### config.mk
export PLATFORM = sky130hd
export DESIGN_NAME = array_shift_down
export DESIGN_NICKNAME = d
export VERILOG_FILES = /design/src/rtl/array_shift_down.sv
export SDC_FILE = /design/constraint.sdc
export NUM_CORES = 1
export LEC_CHECK = 0
export BUFFER_PORTS_ARGS = -buffer_cell sky130_fd_sc_hd__clkbuf_2
export CAP_MARGIN = 20
export CORE_MARGIN = 3
export CORE_UTILIZATION = 38
export CTS_BUF_LIST = sky130_fd_sc_hd__clkbuf_16
export CTS_CLUSTER_DIAMETER = 200
export CTS_CLUSTER_SIZE = 20
export DETAILED_ROUTE_END_ITERATION = 7
export PLACE_DENSITY_LB_ADDON = 0.12
export SYNTH_ARGS = -nofsm -noshare
export SYNTH_HDL_FRONTEND = slang
export SYNTH_SLANG_ARGS = --single-unit
### constraint.sdc
create_clock -name clock -period 4.8 [get_ports clock]
set_clock_uncertainty 0.15 [all_clocks]
set_input_delay 0.96 -clock clock [delete_from_list [all_inputs] [get_ports clock]]
set_output_delay 0.96 -clock clock [all_outputs]
set_load 0.01 [all_outputs]
### src/rtl/array_shift_down.sv
// array_shift_down
//   Heap-array element remover. Holds NArrays arrays of NArea elements and a
//   per-array size table. A command removes element `index` of array `array`,
//   returns it on `value`, moves every later element down one slot (one per
//   clock) and decrements the size. A write/read port loads and inspects the
//   heap.
// Ports
//   clock, reset          : single clock, synchronous active-low reset
//   start, array, index   : command request (sampled in IDLE only)
//   busy, done, error     : status; done is a one-cycle pulse, error valid with done
//   value                 : removed element, valid with done when error=0
//   wr_en/array/index/data: heap write port (IDLE only)
//   rd_array, rd_index    : combinational read address
//   rd_data, rd_size      : heap element and array size at the read address
module array_shift_down #(
    parameter int MemoryElementWidth = 12,
    parameter int NArea              = 4,
    parameter int NArrays            = 4
) (
    input  logic                          clock,
    input  logic                          reset,
    input  logic                          start,
    input  logic [MemoryElementWidth-1:0] array,
    input  logic [MemoryElementWidth-1:0] index,
    output logic                          busy,
    output logic                          done,
    output logic                          error,
    output logic [MemoryElementWidth-1:0] value,
    input  logic                          wr_en,
    input  logic [MemoryElementWidth-1:0] wr_array,
    input  logic [MemoryElementWidth-1:0] wr_index,
    input  logic [MemoryElementWidth-1:0] wr_data,
    input  logic [MemoryElementWidth-1:0] rd_array,
    input  logic [MemoryElementWidth-1:0] rd_index,
    output logic [MemoryElementWidth-1:0] rd_data,
    output logic [MemoryElementWidth-1:0] rd_size
);
    localparam int MEW   = MemoryElementWidth;
    localparam int DEPTH = NArrays * NArea;
    localparam int AW    = (NArrays > 1) ? $clog2(NArrays) : 1;
    localparam int HW    = (DEPTH > 1) ? $clog2(DEPTH) : 1;
    localparam logic [MEW-1:0] NAREA_W   = MEW'(NArea);
    localparam logic [MEW-1:0] NARRAYS_W = MEW'(NArrays);
    localparam logic [MEW-1:0] ONE_W     = MEW'(1);

    typedef enum logic [1:0] {IDLE, CHECK, SHIFT, DONE} state_t;

    state_t          r_state, w_next;
    logic [MEW-1:0]  r_heap [DEPTH];
    logic [MEW-1:0]  r_size [NArrays];
    logic [MEW-1:0]  r_a, r_pos, r_value;
    logic            r_error;

    // Command-side views; the array number is range-checked before any use
    // of it as a table index.
    logic            w_a_ok;
    logic [MEW-1:0]  w_size_a, w_pos1;
    logic [HW-1:0]   w_addr, w_addr_nx;

    assign w_a_ok    = (r_a < NARRAYS_W);
    assign w_size_a  = w_a_ok ? r_size[r_a[AW-1:0]] : '0;
    assign w_pos1    = r_pos + ONE_W;
    assign w_addr    = HW'(r_a * NAREA_W + r_pos);
    assign w_addr_nx = HW'(r_a * NAREA_W + w_pos1);

    // Write port view
    logic            w_wr_ok;
    logic [HW-1:0]   w_wr_addr;
    logic [MEW-1:0]  w_wr_sz;

    assign w_wr_ok   = wr_en && (wr_array < NARRAYS_W) && (wr_index < NAREA_W);
    assign w_wr_addr = HW'(wr_array * NAREA_W + wr_index);
    assign w_wr_sz   = wr_index + ONE_W;

    // Read port: out-of-range addresses read as zero
    logic            w_rd_a_ok, w_rd_ok;
    logic [HW-1:0]   w_rd_addr;

    assign w_rd_a_ok = (rd_array < NARRAYS_W);
    assign w_rd_ok   = w_rd_a_ok && (rd_index < NAREA_W);
    assign w_rd_addr = HW'(rd_array * NAREA_W + rd_index);
    assign rd_data   = w_rd_ok   ? r_heap[w_rd_addr]        : '0;
    assign rd_size   = w_rd_a_ok ? r_size[rd_array[AW-1:0]] : '0;

    // State register
    always_ff @(posedge clock) begin
        if (!reset) r_state <= IDLE;
        else        r_state <= w_next;
    end

    // Next-state logic
    always_comb begin
        w_next = r_state;
        case (r_state)
            IDLE:  if (start) w_next = CHECK;
            CHECK: w_next = (!w_a_ok || r_pos >= w_size_a) ? DONE : SHIFT;
            SHIFT: if (w_pos1 >= w_size_a) w_next = DONE;
            DONE:  w_next = IDLE;
            default: w_next = IDLE;
        endcase
    end

    // Outputs
    always_comb begin
        busy = (r_state != IDLE);
        done = (r_state == DONE);
    end
    assign error = r_error;
    assign value = r_value;

    // Datapath
    always_ff @(posedge clock) begin
        if (!reset) begin
            for (int i = 0; i < DEPTH; i++)   r_heap[i] <= '0;
            for (int i = 0; i < NArrays; i++) r_size[i] <= '0;
            r_a     <= '0;
            r_pos   <= '0;
            r_value <= '0;
            r_error <= 1'b0;
        end else begin
            case (r_state)
                IDLE: begin
                    // The write lands on the same edge that latches the
                    // command, so CHECK already sees it.
                    if (w_wr_ok) begin
                        r_heap[w_wr_addr] <= wr_data;
                        if (w_wr_sz > r_size[wr_array[AW-1:0]])
                            r_size[wr_array[AW-1:0]] <= w_wr_sz;
                    end
                    if (start) begin
                        r_a   <= array;
                        r_pos <= index;
                    end
                end
                CHECK: begin
                    if (!w_a_ok || r_pos >= w_size_a) begin
                        r_error <= 1'b1;
                    end else begin
                        r_error <= 1'b0;
                        r_value <= r_heap[w_addr];
                    end
                end
                SHIFT: begin
                    // pos+1 < size <= NArea keeps both addresses in range.
                    // The vacated top slot keeps its stale value.
                    if (w_pos1 < w_size_a) begin
                        r_heap[w_addr] <= r_heap[w_addr_nx];
                        r_pos          <= w_pos1;
                    end else begin
                        r_size[r_a[AW-1:0]] <= w_size_a - ONE_W;
                    end
                end
                default: ;
            endcase
        end
    end
endmodule

======== After elaboration in Yosys (flattened, before gate mapping) ========
Memories as Yosys holds them, arrays and structs flattened. A register that Yosys moved wholly into a read port is not among the register bits.
Cells that the tools add are included.
word-level totals
  flip-flop bits (word level) ............. 27
  memory bits (writable) .................. 240
  input port bits ......................... 88
  output and inout port bits .............. 39
  word-level logic and storage cells ...... 89
  memories ................................ 2
memory list
  memory  words  bits a word  read ports  clocked after memory_dff  wr ports  RTL line  RTL
  r_heap  16     12           3           1                         16        49        logic [MEW-1:0] r_heap [DEPTH];
  r_size  4      12           3           1                         4         50        logic [MEW-1:0] r_size [NArrays];
cells by class
  $add $sub $neg .......................... 7
  $lt $le $gt $ge ......................... 9
  eq/ne operators ......................... 6
  multiplexer cells ....................... 43
  bitwise logic cells ..................... 1
  reductions and logical operators ........ 17
operators by type and width
  cell                                                  count
  two-way mux 12 bit                                    9
  < comparator 12 x 3 -> 1 bit (second input constant)  5
  OR reduction 12 bit                                   4
  adder 12 x 1 -> 12 bit (second input constant)        2
  greater-or-equal comparator 12 bit                    2
  two-way mux 1 bit                                     24
  case mux 12 bit (2 select lines)                      1
  adder 4 bit                                           4
  > comparator 12 bit                                   1
  < comparator 12 bit                                   1
  two-way mux 2 bit                                     6
  subtractor 12 x 1 -> 12 bit (second input constant)   1
  two-way mux 4 bit                                     2
  case mux 2 bit (4 select lines)                       1
  != test 2 bit (second input constant)                 3
  AND reduction 2 bit                                   3
  equality test 2 bit (second input constant)           2
  nonzero test 2 bit                                    2
  logical AND 1 bit                                     3
  AND reduction 3 bit                                   1
  equality test 2 x 1 -> 1 bit (second input constant)  1
  logical NOT 1 bit                                     2
  logical NOT 2 bit                                     1
  logical OR 1 bit                                      1
  inverter 1 bit                                        1

======== Logic depth before layout (Yosys ltp) ========
Gate-level depths: netlist (run 1).
  word-level depth ........................ 10
  mapped depth ............................ 17
  gate-level depth less buffers ........... 12

======== Least setup slack after synthesis (run 1) ========
No wires, ideal clock.
  kind .................................... register -> register
  start point ............................. register r_pos[0]
  end point ............................... memory r_heap[11][0] (netlist name), enable pin
  setup time .............................. 398 ps
  arrival time ............................ 4449 ps
  required time ........................... 4252 ps
  path slack .............................. -197 ps
  stages on the path, launching flop included .. 17
  path buffers ............................ 5
  period minus slack after synthesis ...... 4997 ps
  cells stage by stage .................... dfxtp_1 > clkbuf_2 > buf_2 > buf_2 > nand2_1 > nor3_1 > nand2_1 > xnor2_1 > ha_1 > a21o_1 > a21o_1 > a22oi_1 > nand4_1 > buf_2 > buf_4 > mux2i_1 > o21ai_0
RTL lines
  what                    RTL line  RTL
  from (decl)             51        logic [MEW-1:0] r_a, r_pos, r_value;
  from (signal assigned)  132       r_pos <= index;
  from (signal assigned)  148       r_pos <= w_pos1;
  to (decl)               49

==> results.json, run 1 <==
{
  "max-slew-margin-rel_pct": 33.59,
  "dp_slack_ps": 58.58,
  "hold_start": "r_a[10]",
  "chipWidth_um": 226.6,
  "drt_iter0_drc": 1395,
  "finalSetupTns_ps": 0,
  "maxSlewViolCount": 0,
  "overflow": 0,
  "postCtsResizedCells": 0,
  "period_needed_ps": 4466,
  "worst_path_largest_cell_delay_ps": 590,
  "critical-path-slowest-cell": "or3_1",
  "num_vias": 13970,
  "synth_edf_count": 240,
  "cts_tree": "done",
  "grt_pass1_vias": 13660,
  "total_power_mw": 9.433,
  "setup_violations": 0,
  "synth_area_um2": 18490,
  "path_clk_slew_ps": 80,
  "cp_data_arrival_time_ps": 4470,
  "root_buffer": "clkbuf_16",
  "synth_top_area_cell": "edfxtp_1",
  "worstHoldPathCells": 2,
  "final_area_um2": 20840,
  "maxCapViolCount": 0,
  "start_util_pct": 38.57,
  "final_util_pct": 43.46,
  "drive_above_1_share_pct": 30.24,
  "r2r-start": "r_a[7]",
  "leakagePower_nw": 7.305,
  "clockBufferDepth": 3,
  "placed_cells": 2165,
  "cp_data_required_time_ps": 4810,
  "drc": 0,
  "viasPerCell": 6.349,
  "final_cell_mix": "240 x edfxtp_1, 226 x nor3_1, 195 x mux4_2",
  "reg2regPathDepth": 12,
  "synthCells": 1447,
  "insertion_delay_ps": 550,
  "numCtsBuffers": 18,
  "final_common_cell": "edfxtp_1",
  "synth-seq-area-share_pct": 43.41,
  "dieHeight_um": 226.6,
  "powerDensity_nw_per_um2": 452.8,
  "cts.htree.levels": 1,
  "ys_async_sr_fraction_pct": 0,
  "syn2layout_area_growth_pct": 12.67,
  "syn_avg_cell_area_um2": 12.78,
  "synth_seq_cells": 281,
  "io_buffers": 126,
  "finalHoldViolCount": 0,
  "outcome": "finished, final reports clean",
  "ir_worst_vdd_v": 0.0003423,
  "dieArea_um2": 51350,
  "track_usage_pct": 24.74,
  "clock_sinks": 281,
  "fin_crit_sh_pct": 93.04,
  "yosys_most_used_dff": "edfxtp_1",
  "whs_ps": 309.1,
  "hpwl_um": 44600,
  "synth_area_leaders": "edfxtp_1 39%, mux4_2 24%, nor3_1 6.1%, dfxtp_1 4.4%, mux2i_1 3.5%",
  "first_pass_iters": 5,
  "post_cts_buffers": 0,
  "routedWlPerCell_um": 28.99,
  "gp_congestion": 0.9184,
  "r2r_setup_slack_ps": 330,
  "path_cells": "nor4_1 > buf_4 > and3_1 > buf_4 > nand2_1 > ha_1 > nand2_1 > o21ai_0 > a32o_1 > o21ai_1 > or3_1 > nand3_1",
  "synth_warnings": 0,
  "grt_pass1_wl_um": 92630,
  "fmax_mhz": 223.9,
  "ios": 127,
  "antenna_found_initial": 2,
  "placed_area_um2": 20250,
  "coreArea_um2": 47950,
  "postCtsHoldBufs": 0,
  "antenna_left": 0,
  "rows": 80,
  "setup_ws_ps": 334.2,
  "end_kind": "flop",
  "syn_nets": 1583,
  "critPathKind": "reg2reg",
  "synth_cell_type_count": 62,
  "hp-class": "reg2reg",
  "fin_cells": 2200,
  "yosysTopAreaCellShare_pct": 38.97,
  "tightest_slew_ps": 996.2,
  "rsz0062_at_grt": "no",
  "timing.rr.end": "r_size[0][10]",
  "nNetsFinal": 1708,
  "cp-start-kind": "flop",
  "path_max_fanout": 13,
  "wirelength_um": 63770,
  "hold_end": "r_a[10]",
  "grt_max_degree": 74
}
==> critical path: cells and delay by family, from the launching register on <==
| kind | cells | cell delay, ps |
|---|---|---|
| simple gates | 6 | 2160 |
| compound gates | 3 | 730 |
| buf+inv | 2 | 420 |
| fa+ha+maj | 1 | 330 |
| flops | 1 | 320 |
==> synth_stat cells (3+ instances only) <==
cell       instances
nor4_1            15
nand2_1           65
a211oi_1          11
xnor2_1           18
a31oi_1            6
a21o_1            16
inv_1             35
a2111oi_0          3
o211ai_1           4
a21oi_1           55
nor2b_1           29
mux4_1             9
nor2_1            55
a21boi_0           7
nand2b_1           6
a221o_1            4
buf_4              4
and3_1             3
nand3_1           20
buf_2             64
a22oi_1            4
nand4_1           23
nand4b_1           3
mux2i_2            4
mux4_2           195
nor3_1           226
ha_1              48
clkbuf_1          55
buf_1             12
edfxtp_1         240
dfxtp_1           41
xor2_1            14
and4_1             3
mux2i_1           65
o21ai_0           41
and2_1             4
o21a_1             8
or2_2              3
==> kinds of logic after synthesis <==
| family | after synthesis | share of synthesized area (%) |
|---|---|---|
| simple gates | 466 | 12.79 |
| flops | 281 | 43.41 |
| mux | 273 | 28.84 |
| xor+xnor | 34 | 1.725 |
| compound gates | 173 | 5.927 |
| buf+inv | 172 | 4.053 |
| fa+ha+maj | 48 | 3.248 |
==> worst max-delay path by stage <==
stage	from	to	slack [ps]	depth (start not counted)
finish	r_a[7]	r_size[0][10]	330	12
detailed placement	wr_index[1]	r_size[0][9]	60	12
floorplan	r_pos[0]	r_heap[11][0]	130	16
global placement	wr_index[1]	r_size[1][10]	220	13
global route	r_a[7]	r_size[0][3]	80	12
CTS	rd_array[0]	rd_data[9]	260	8
==> cell type report <==
type                       count  area, µm²
antenna                        1      2.502
clock inverter                13      65.06
multi-input combinational    994       9739
sequential                   281       8035
inverter                      35      131.4
timing repair buffer         242       1617
tap                          615      769.5
fill                        4462      27110
clock buffer                  19      475.5
==> registers in the layout, summed over array words and instances (netlist names), named ones only <==
register and count:
r_pos 12, r_size 48, r_a 12, r_heap 192, value 12, r_state 2
error 1
==> metal layers <==
metal | up-vias | global-route usage, % | share of wire [%]
met5 | - | 0 | 0.011
met4 | 2 | 9.248 | 3.8
met3 | 104 | 4.842 | 7.4
met2 | 583 | 40.65 | 48
met1 | 7239 | 32.71 | 40
li1 | 6039 | - | -
==> report_power, final <==
part,switching [mW],internal (mW),total [mW]
combinational,2.81,1.99,4.80
sequential,0.179,2.84,3.02
clock,0.882,0.732,1.61
Power figures use the tool's default switching activity.
==> run 2: changes to the inputs <==
==> constraint.sdc (replaced) <==
create_clock -name clock -period 5.71 [get_ports clock]
set_clock_uncertainty 0.15 [all_clocks]
set_input_delay 1.142 -clock clock [delete_from_list [all_inputs] [get_ports clock]]
set_output_delay 1.142 -clock clock [all_outputs]
set_load 0.01 [all_outputs]
==> run 2 against run 1 <==
  * Via count decreased by 4.5%
  * Clock-buffer cell count decreased by 1
  * Sequential power decreased by 15%
  * Non-clock buffer count decreased by 34
  * Sequential share of layout area increased by 0.57 points
  * First-iteration DRC count decreased by 7.3%
  * Worst setup slack improved by 580 ps
  * Die area unchanged
==> results.json, run 2 (synthesized netlist as in run 1, its figures left out) <==
{
  "outcome": "finished, final reports clean",
  "chipWidth_um": 226.6,
  "path_clk_slew_ps": 80,
  "coreArea_um2": 47950,
  "first_pass_iters": 5,
  "hp-class": "reg2reg",
  "finalSetupTns_ps": 0,
  "insertion_delay_ps": 590,
  "path_cells": "nor4_1 > and3_1 > nand2_1 > ha_1 > nand4_1 > o21ba_2 > a21o_1 > nand4_1 > buf_12 > mux2i_1 > o21ai_1 > buf_4",
  "ir_worst_vdd_v": 0.0002660,
  "gp_congestion": 0.9011,
  "max-slew-margin-rel_pct": 33.92,
  "powerDensity_nw_per_um2": 379.5,
  "final_cell_mix": "240 x edfxtp_1, 225 x nor3_1, 195 x mux4_2",
  "setup_violations": 0,
  "overflow": 0,
  "num_vias": 13350,
  "r2r_setup_slack_ps": 920,
  "fin_cells": 2161,
  "start_util_pct": 38.57,
  "fin_crit_sh_pct": 83.93,
  "critPathMostFrequentCell": "nand4_1",
  "grt_pass1_vias": 13400,
  "cts_tree": "done",
  "placed_area_um2": 19990,
  "end_kind": "flop",
  "timing.rr.end": "r_heap[13][6]",
  "reg2regPathDepth": 12,
  "maxCapViolCount": 0,
  "grt_max_degree": 104,
  "clockBufferDepth": 3,
  "critPathKind": "reg2reg",
  "postCtsResizedCells": 0,
  "ios": 127,
  "post_cts_buffers": 0,
  "hold_start": "r_a[6]",
  "regMostFlops": "r_heap",
  "crit_path_end": "r_heap[13][6]",
  "largest_register_ffs": 192,
  "syn2layout_area_growth_pct": 11.02,
  "dieArea_um2": 51350,
  "finalHoldViolCount": 0,
  "clock_sinks": 281,
  "viasPerCell": 6.175,
  "maxSlewViolCount": 0,
  "startpoint": "r_a[7]",
  "hpwl_um": 43480,
  "postCtsHoldBufs": 0,
  "fmax_mhz": 208.7,
  "nNetsFinal": 1674,
  "wirelength_um": 58450,
  "dieHeight_um": 226.6,
  "r2r-start": "r_a[7]",
  "period_needed_ps": 4793,
  "antenna_found_initial": 0,
  "drc": 0,
  "drive_above_1_share_pct": 28.91,
  "track_usage_pct": 22.72,
  "path_max_fanout": 28,
  "leakagePower_nw": 7.105,
  "final_common_cell": "edfxtp_1",
  "critical-path-slowest-cell": "mux2i_1",
  "antenna_left": 0,
  "cts.htree.levels": 1,
  "rsz0062_at_grt": "no",
  "cp_data_arrival_time_ps": 4950,
  "cp-start-kind": "flop",
  "final_area_um2": 20530,
  "rows": 80,
  "worst_path_largest_cell_delay_ps": 670,
  "root_buffer": "clkbuf_16",
  "drt_iter0_drc": 1293,
  "routedWlPerCell_um": 27.05,
  "cp_data_required_time_ps": 5860,
  "placed_cells": 2133,
  "tightest_slew_ps": 986.8,
  "grt_pass1_wl_um": 87050,
  "final_util_pct": 42.82,
  "numCtsBuffers": 18,
  "reg.largest.list": "r_heap x192, r_size x48",
  "io_buffers": 126,
  "num_antenna_cells": 0
}
-- run 2: worst min path at each step --
stage               to  slack (ps)  depth (start not counted)
2_1_floorplan  r_a[10]         290                          2
3_3_place_gp    r_a[8]         300                          2
3_5_place_dp    r_a[6]         300                          2
4_1_cts         r_a[6]         310                          2
5_1_grt         r_a[9]         330                          2
6_report        r_a[6]         310                          2
-- run 2: critical path, delay by kind of cell (launching register included) --
family | cells | cell delay (ps)
multiplexers | 1 | 670
adder cells (fa/ha/maj) | 1 | 370
AND/OR/NAND/NOR | 5 | 1680
AO/OA/AOI/OAI | 3 | 800
flip-flops | 1 | 310
buffers and inverters | 2 | 530
-- run 2: final cells by class --
| class | instances | area (µm²) |
|---|---|---|
| clock buffers | 18 | 450.4 |
| clock inverters | 10 | 93.84 |
| fillers | 4474 | 27420 |
| inverters | 35 | 131.4 |
| multi-input cells | 994 | 9754 |
| flip-flops and latches | 281 | 8035 |
| well taps | 615 | 769.5 |
| repair buffers | 208 | 1296 |
-- run 2: routing by layer --
layer	track usage, %	vias up	wire length, µm
met3	3.716	45	3932
met2	38.99	494	28950
met4	3.687	0	784
met5	0	-	0
met1	31.10	6849	24780
li1	-	5957	-
-- run 2: stage by stage --
stage	hold WS (ps)	setup slack, ps	power [mW]
2_1_floorplan	286.0	713.3	5.247
3_3_place_gp	295.5	705.2	6.434
3_5_place_dp	298.6	535.7	6.458
4_1_cts	310.2	880.1	7.842
5_1_grt	332.3	563.8	8.203
6_report	308.6	917.4	7.792
-- run 2: power by group --
| group | switching (mW) | total [mW] | leakage, nW | internal [mW] |
|---|---|---|---|---|
| clock | 0.763 | 1.38 | 0.293 | 0.614 |
| combinational | 2.24 | 3.84 | 4.00 | 1.60 |
| sequential | 0.186 | 2.58 | 2.81 | 2.39 |
| total | 3.19 | 7.79 | 7.10 | 4.61 |
